--- src/rtl/saturating_narrow_pkg.sv ---
// saturating_narrow_pkg: saturation limits and range check shared by narrowing blocks
package saturating_narrow_pkg;
  function automatic logic [63:0] sat_max(input int w);
    return (64'd1 << (w - 1)) - 64'd1;
  endfunction
  function automatic logic [63:0] sat_min(input int w);
    return 64'd1 << (w - 1);
  endfunction
  // a value fits in ow signed bits when every bit from ow-1 upward matches the ow-1 sign bit
  function automatic logic out_of_range(input logic [63:0] x, input int iw, input int ow);
    logic r;
    r = 1'b0;
    for (int i = ow; i < iw; i++) r = r | (x[i] ^ x[ow-1]);
    return r;
  endfunction
endpackage

--- src/rtl/saturating_narrow_skid_buffer.sv ---
// saturating_narrow_skid_buffer: one-entry skid buffer with registered ready
module saturating_narrow_skid_buffer #(
  parameter int p_WIDTH = 5
) (
  input  logic               clk,
  input  logic               rst,
  input  logic [p_WIDTH-1:0] in_data,
  input  logic               in_valid,
  output logic               in_ready,
  output logic [p_WIDTH-1:0] out_data,
  output logic               out_valid,
  input  logic               out_ready
);
  logic [p_WIDTH-1:0] skid_q;
  logic skid_full, out_free, in_xfer;
  assign in_ready = ~skid_full;
  assign in_xfer = in_valid & ~skid_full;
  assign out_free = ~out_valid | out_ready;
  always_ff @(posedge clk)
    if (rst) begin
      out_valid <= 1'b0;
      out_data <= '0;
      skid_full <= 1'b0;
      skid_q <= '0;
    end else if (out_free) begin
      out_valid <= skid_full | in_xfer;
      if (skid_full | in_xfer) out_data <= skid_full ? skid_q : in_data;
      skid_full <= 1'b0;
    end else if (in_xfer) begin
      skid_q <= in_data;
      skid_full <= 1'b1;
    end
endmodule

--- src/rtl/saturating_narrow.sv ---
// saturating_narrow: signed narrowing with saturate/wrap, skid-buffered handshake and overflow stats
module saturating_narrow
  import saturating_narrow_pkg::*;
#(
  parameter int p_INPUT_WIDTH  = 8,
  parameter int p_OUTPUT_WIDTH = 4,
  parameter int p_SATURATE     = 1,
  parameter int p_COUNT_WIDTH  = 8
) (
  input  logic                      i_CLK,
  input  logic                      i_RST,
  input  logic [p_INPUT_WIDTH-1:0]  i_INPUT,
  input  logic                      i_VALID,
  output logic                      o_READY,
  output logic [p_OUTPUT_WIDTH-1:0] o_OUTPUT,
  output logic                      o_VALID,
  input  logic                      i_READY,
  output logic                      o_OVF,
  output logic                      o_OVF_STICKY,
  output logic [p_COUNT_WIDTH-1:0]  o_SAT_COUNT,
  input  logic                      i_CLR
);
  localparam logic [p_OUTPUT_WIDTH-1:0] lim_max = p_OUTPUT_WIDTH'(sat_max(p_OUTPUT_WIDTH));
  localparam logic [p_OUTPUT_WIDTH-1:0] lim_min = p_OUTPUT_WIDTH'(sat_min(p_OUTPUT_WIDTH));
  logic oor, accept;
  logic [p_OUTPUT_WIDTH-1:0] narrow;
  assign oor = out_of_range(64'(i_INPUT), p_INPUT_WIDTH, p_OUTPUT_WIDTH);
  assign narrow = (p_SATURATE != 0 && oor) ? (i_INPUT[p_INPUT_WIDTH-1] ? lim_min : lim_max)
                                           : i_INPUT[p_OUTPUT_WIDTH-1:0];
  assign accept = i_VALID & o_READY;
  saturating_narrow_skid_buffer #(.p_WIDTH(p_OUTPUT_WIDTH + 1)) u_skid (
    .clk(i_CLK),
    .rst(i_RST),
    .in_data({oor, narrow}),
    .in_valid(i_VALID),
    .in_ready(o_READY),
    .out_data({o_OVF, o_OUTPUT}),
    .out_valid(o_VALID),
    .out_ready(i_READY)
  );
  // stats track acceptance; a coincident overflow beats i_CLR
  always_ff @(posedge i_CLK)
    if (i_RST) begin
      o_OVF_STICKY <= 1'b0;
      o_SAT_COUNT <= '0;
    end else begin
      o_OVF_STICKY <= (accept & oor) | (o_OVF_STICKY & ~i_CLR);
      if (accept & oor) o_SAT_COUNT <= i_CLR ? p_COUNT_WIDTH'(1) : (&o_SAT_COUNT) ? o_SAT_COUNT : o_SAT_COUNT + p_COUNT_WIDTH'(1);
      else if (i_CLR) o_SAT_COUNT <= '0;
    end
`ifndef SYNTHESIS
  always_comb assert (oor || {{(p_INPUT_WIDTH-p_OUTPUT_WIDTH){narrow[p_OUTPUT_WIDTH-1]}}, narrow} == i_INPUT);
  assert property (@(posedge i_CLK) disable iff (i_RST) o_VALID && !i_READY |=> o_VALID && $stable({o_OVF, o_OUTPUT}));
  assert property (@(posedge i_CLK) disable iff (i_RST) !i_CLR |=> o_SAT_COUNT >= $past(o_SAT_COUNT));
`endif
endmodule

--- config.mk ---
export PLATFORM = sky130hd
export DESIGN_NAME = saturating_narrow
export DESIGN_NICKNAME = d
export VERILOG_FILES = /design/src/rtl/saturating_narrow_pkg.sv /design/src/rtl/saturating_narrow_skid_buffer.sv /design/src/rtl/saturating_narrow.sv
export SDC_FILE = /design/constraint.sdc
export NUM_CORES = 1
export LEC_CHECK = 0
export CORE_ASPECT_RATIO = 0.75
export CORE_MARGIN = 2
export CORE_UTILIZATION = 30
export DETAILED_ROUTE_END_ITERATION = 12
export SYNTH_ARGS = -nofsm -noshare
export SYNTH_HDL_FRONTEND = slang
export SYNTH_SLANG_ARGS = --single-unit
--- constraint.sdc ---
create_clock -name i_CLK -period 1.6 [get_ports i_CLK]
set_input_delay 0.32 -clock i_CLK [delete_from_list [all_inputs] [get_ports i_CLK]]
set_output_delay 0.32 -clock i_CLK [all_outputs]
set_load 0.005 [all_outputs]
# Yosys cells after proc, flatten, opt, wreduce, memory -nomap -nowiden

Cells that the tools add are included.

Equality and inequality tests: 1
$add $sub $neg: 1
Muxes and demuxes: 7
Bitwise gates (word level): 17
Reductions and logical operators: 6

Operators by type and width:

| operator              | count |
|---|---|
| $mux W8               | 4 |
| $add A8 B1 Y8 const B | 1 |
| $mux W4               | 2 |
| $reduce_and A8 Y1     | 1 |
| $or A1 B1 Y1          | 6 |
| $reduce_and A2 Y1     | 3 |
| $mux W5               | 1 |
| $not A1 Y1            | 4 |
| $xor A1 B1 Y1         | 4 |
| $and A1 B1 Y1         | 3 |
| $ne A2 B2 Y1 const B  | 1 |
| $reduce_bool A2 Y1    | 1 |
| $reduce_or A2 Y1      | 1 |

Input bits: 13
Word-level logic and storage cells: 38
Output and inout bits: 16
Register bits after elaboration: 21

# Depth between registers and ports, before layout

Depth in word-level cells: 7
Gate-level depth with buffers: 6
Mapped depth without buffers: 5

# Hierarchy

From an unflattened synthesis, not the netlist that was laid out.

Cell total of the unflattened synthesis: 117
Area total of the unflattened synthesis: 1,096.1 µm²

By module, submodules not included:

| module                        | area each (µm²) | times used | cells an instance |
|---|---|---|---|
| saturating_narrow             | 560.5           | 1          | 67 |
| saturating_narrow_skid_buffer | 535.5           | 1          | 50 |

# Worst setup path before layout

No wires, ideal clock.

Path kind: input to register
Start point: input port i_INPUT[3]
End point: register o_SAT_COUNT[4]
Arrival time: 1.353 ns
Path buffers: 1
Required time: 1.476 ns
Setup time: 0.124 ns
Cell stages on the path: 5
Path slack: 0.123 ns
Path through: or3_1 -> buf_6 -> o221a_2 -> a41oi_1 -> nor3_1

Longest elaborated chain between the ends: 7
Elaborated cells between the ends (all ways): 11
Those cells by class: mux (1); bitwise (8); reduce/logical (2)

RTL lines:

| element                             | line                        | source |
|---|---|---|
| start: declaration                  | saturating_narrow.sv:12     | `input logic [p_INPUT_WIDTH-1:0] i_INPUT,` |
| $xor A1 B1 Y1                       | saturating_narrow_pkg.sv:13 | `for (int i = ow; i < iw; i++) r = r \| (x[i] ^ x[ow-1]);` |
| $or A1 B1 Y1 (2 in series)          | saturating_narrow_pkg.sv:13 |  |
| $or A1 B1 Y1 *                      | saturating_narrow_pkg.sv:13 |  |
| $and A1 B1 Y1 *                     | saturating_narrow.sv:48     | `if (accept & oor) o_SAT_COUNT <= i_CLR ? p_COUNT_WIDTH'(1) : (&o_SAT_COUNT) ? o_SAT_COUNT : o_SAT_COUNT + p_CO ...` |
| $reduce_bool A2 Y1 (no source line) | n/a                         |  |
| $reduce_and A2 Y1 (no source line)  | n/a                         |  |
| end signal: assignment              | saturating_narrow.sv:48     |  |
| end: declaration                    | saturating_narrow.sv:20     | `output logic [p_COUNT_WIDTH-1:0] o_SAT_COUNT,` |

Mark *: on every way between the ends. The rest lies on a longest branch, timed or not.
A chain may end at the register's enable or synchronous reset.

# Worst setup path after layout

Start point: register o_SAT_COUNT[1]
End point: output port o_SAT_COUNT[1]

No word-level cell between the ends.

==> out/metrics.cfg <==
[sta]
finalSetupViolations = 0
min_period_ns = 1.55
setup_ws_ns = 0.0494
hold_ws_ns = 0.477
tightest_slew_ns = 0.344
post-route-period-util = 0.969
slew_headroom = 0.771
hold_viol = 0
finalMaxSlewViolations = 0
skew_ns = 0.00377
fmax_ghz = 0.645

[pwr]
p_per_area_mw_per_mm2 = 670
leakagePower_nw = 0.641
ir_drop_v = 0.000405

[synthesis]
ys_types = 40
synth_nets = 147
synth.area.top_cells = dfxtp_1 38%, a311oi_1 4.7%, nor2_1 4.4%
syn_area_mm2 = 0.00112
syn_inst = 133
synthFlopType = dfxtp_1
synth_edf_count = 0
ys_seq_area_frac = 0.376
synth_warnings = 0
syn_area_per_cell_um2 = 8.41
synth_top_cell_area_share = 0.376
synth_seq_cells = 21
synth_top_area_cell = dfxtp_1
async_reset_ff_frac = 0

[global_routing]
grt_pass1_wl_um = 5110
grt_max_degree = 16
grt_overflow_total = 0
antenna_found_initial = 0
track_usage = 0.156
grt_pass1_vias = 1117

[cells_and_area]
final_cell_mix = 23 x buf_4, 21 x clkdlybuf4s50_1, 17 x dfxtp_1
seq_area_um2 = 425
fin_nets = 198
layout_commonest_cell = buf_4
fin_area_mm2 = 0.00174
multi_input_area_um2 = 701
fillCellCount = 364
layoutNonFillerInstCount = 235
antenna_cells = 0
drive_above_1_share = 0.284
final_util = 0.481
syn_to_final_growth_pct = 55.4

[route]
drt-initial-drc-count = 47
wire_per_inst_um = 13.3
drt-pass1-iter-count = 4
drc = 0
drtAntennaViolNets = 0
wl_um = 3130
via_count = 1210
viasPerCell = 5.15

[place]
routabilityCongestion = 0.948
dpl.hpwl_um = 2230
placedCellCount = 229
io_buffers = 28
post-place-ws_ns = -0.452
placed_area_mm2 = 0.00160

[critical_path]
critPathMaxFanout = 4
r2r_slack_ns = 0.05
worstSetupStartpointType = flop
path_class = reg2out
crit_required_ns = 1.28
crit_path_end_kind = primary output
critical_path_arrival_ns = 1.23

[floorplanning]
dieArea_mm2 = 0.00424
core_mm2 = 0.00361
row_count = 19
chipWidth_um = 74.5
io_pins = 29
start_util = 0.310
die_h_um = 56.9

[cts]
root_buffer = clkbuf_8
clk_pin_slew_ns = 0.08
cts_tree = built
cts_made_buffers = 3
htreeDepth = 1
cts_buffer_depth = 2
cts.sinks = 21
worstSkewPairLatency_ns = 0.27

[flow_run]
max_cap_violations = 0

[outcome]
outcome = completed

[min_path]
hp-class = reg2reg

[registers in the layout (all words and copies together), names as in the netlist]
register,cells
u_skid.out_valid,1
o_SAT_COUNT,8
u_skid.skid_full,1
o_OVF_STICKY,1
u_skid.out_data,5
u_skid.skid_q,5
[where the power goes]
| part | leakage [nW] | switching, mW | internal, mW |
|---|---|---|---|
| Sequential | 0.174 | 0.0113 | 0.545 |
| Combinational | 0.442 | 0.109 | 0.137 |
| Clock | 0.0255 | 0.189 | 0.174 |
[critical path: stages (launching register included)]
cell	delay, ns
dfxtp_1	0.35
buf_4	0.13
clkdlybuf4s50_1	0.49
[cells in the mapped netlist, types with 4 or more instances]
| library cell | number |
|---|---|
| a311oi_1 | 6 |
| dfxtp_1 | 21 |
| nand2_1 | 11 |
| nand3_1 | 5 |
| nor3_1 | 7 |
| nor2_1 | 13 |
| a21oi_1 | 7 |
| inv_1 | 4 |
[through the flow]
step | setup TNS [ns] | total power, mW
final | 0 | 1.17
after global routing | -0.00664 | 1.23
after CTS | 0 | 1.17
after detailed placement | -6.28 | 0.795
after global placement | -5.79 | 0.793
after floorplan | 0 | 0.670
[what timing repair did]
action	in CTS	in global routing
pin swaps	3	7
setup endpoints to repair	18	18
hold buffers	0	0
gates resized for setup	14	15
setup buffers	2	0
[routing by layer]
layer,part of all wire,wire [µm],track usage
met4,0.010,32,0.0638
met1,0.48,1520,0.217
met3,0.045,140,0.0323
met2,0.46,1440,0.234
met5,0,0,0
[final timing paths]
path	startpoint	end	depth (start not counted)
worst max-delay path	o_SAT_COUNT[1]	o_SAT_COUNT[1]	2
worst min-delay path	o_OVF_STICKY	o_OVF_STICKY	2
worst max register to register	o_SAT_COUNT[0]	o_SAT_COUNT[3]	6
worst min register to register	o_OVF_STICKY	o_OVF_STICKY	2
[area by class of cell]
type | count | share of cell area
Tap cell | 52 | 0.0374
Clock inverter | 1 | 0.00288
Clock buffer | 3 | 0.0238
Multi-Input combinational cell | 100 | 0.403
Timing Repair Buffer | 54 | 0.279
Sequential cell | 21 | 0.245
Inverter | 4 | 0.00864
[cells by family after synthesis]
family / synth area share
mux: 0.0268
simple gates: 0.256
fa+ha+maj: 0.0112
flops: 0.376
compound gates: 0.273
buf+inv: 0.0570
Note: power is estimated with default switching activity, not from simulation.
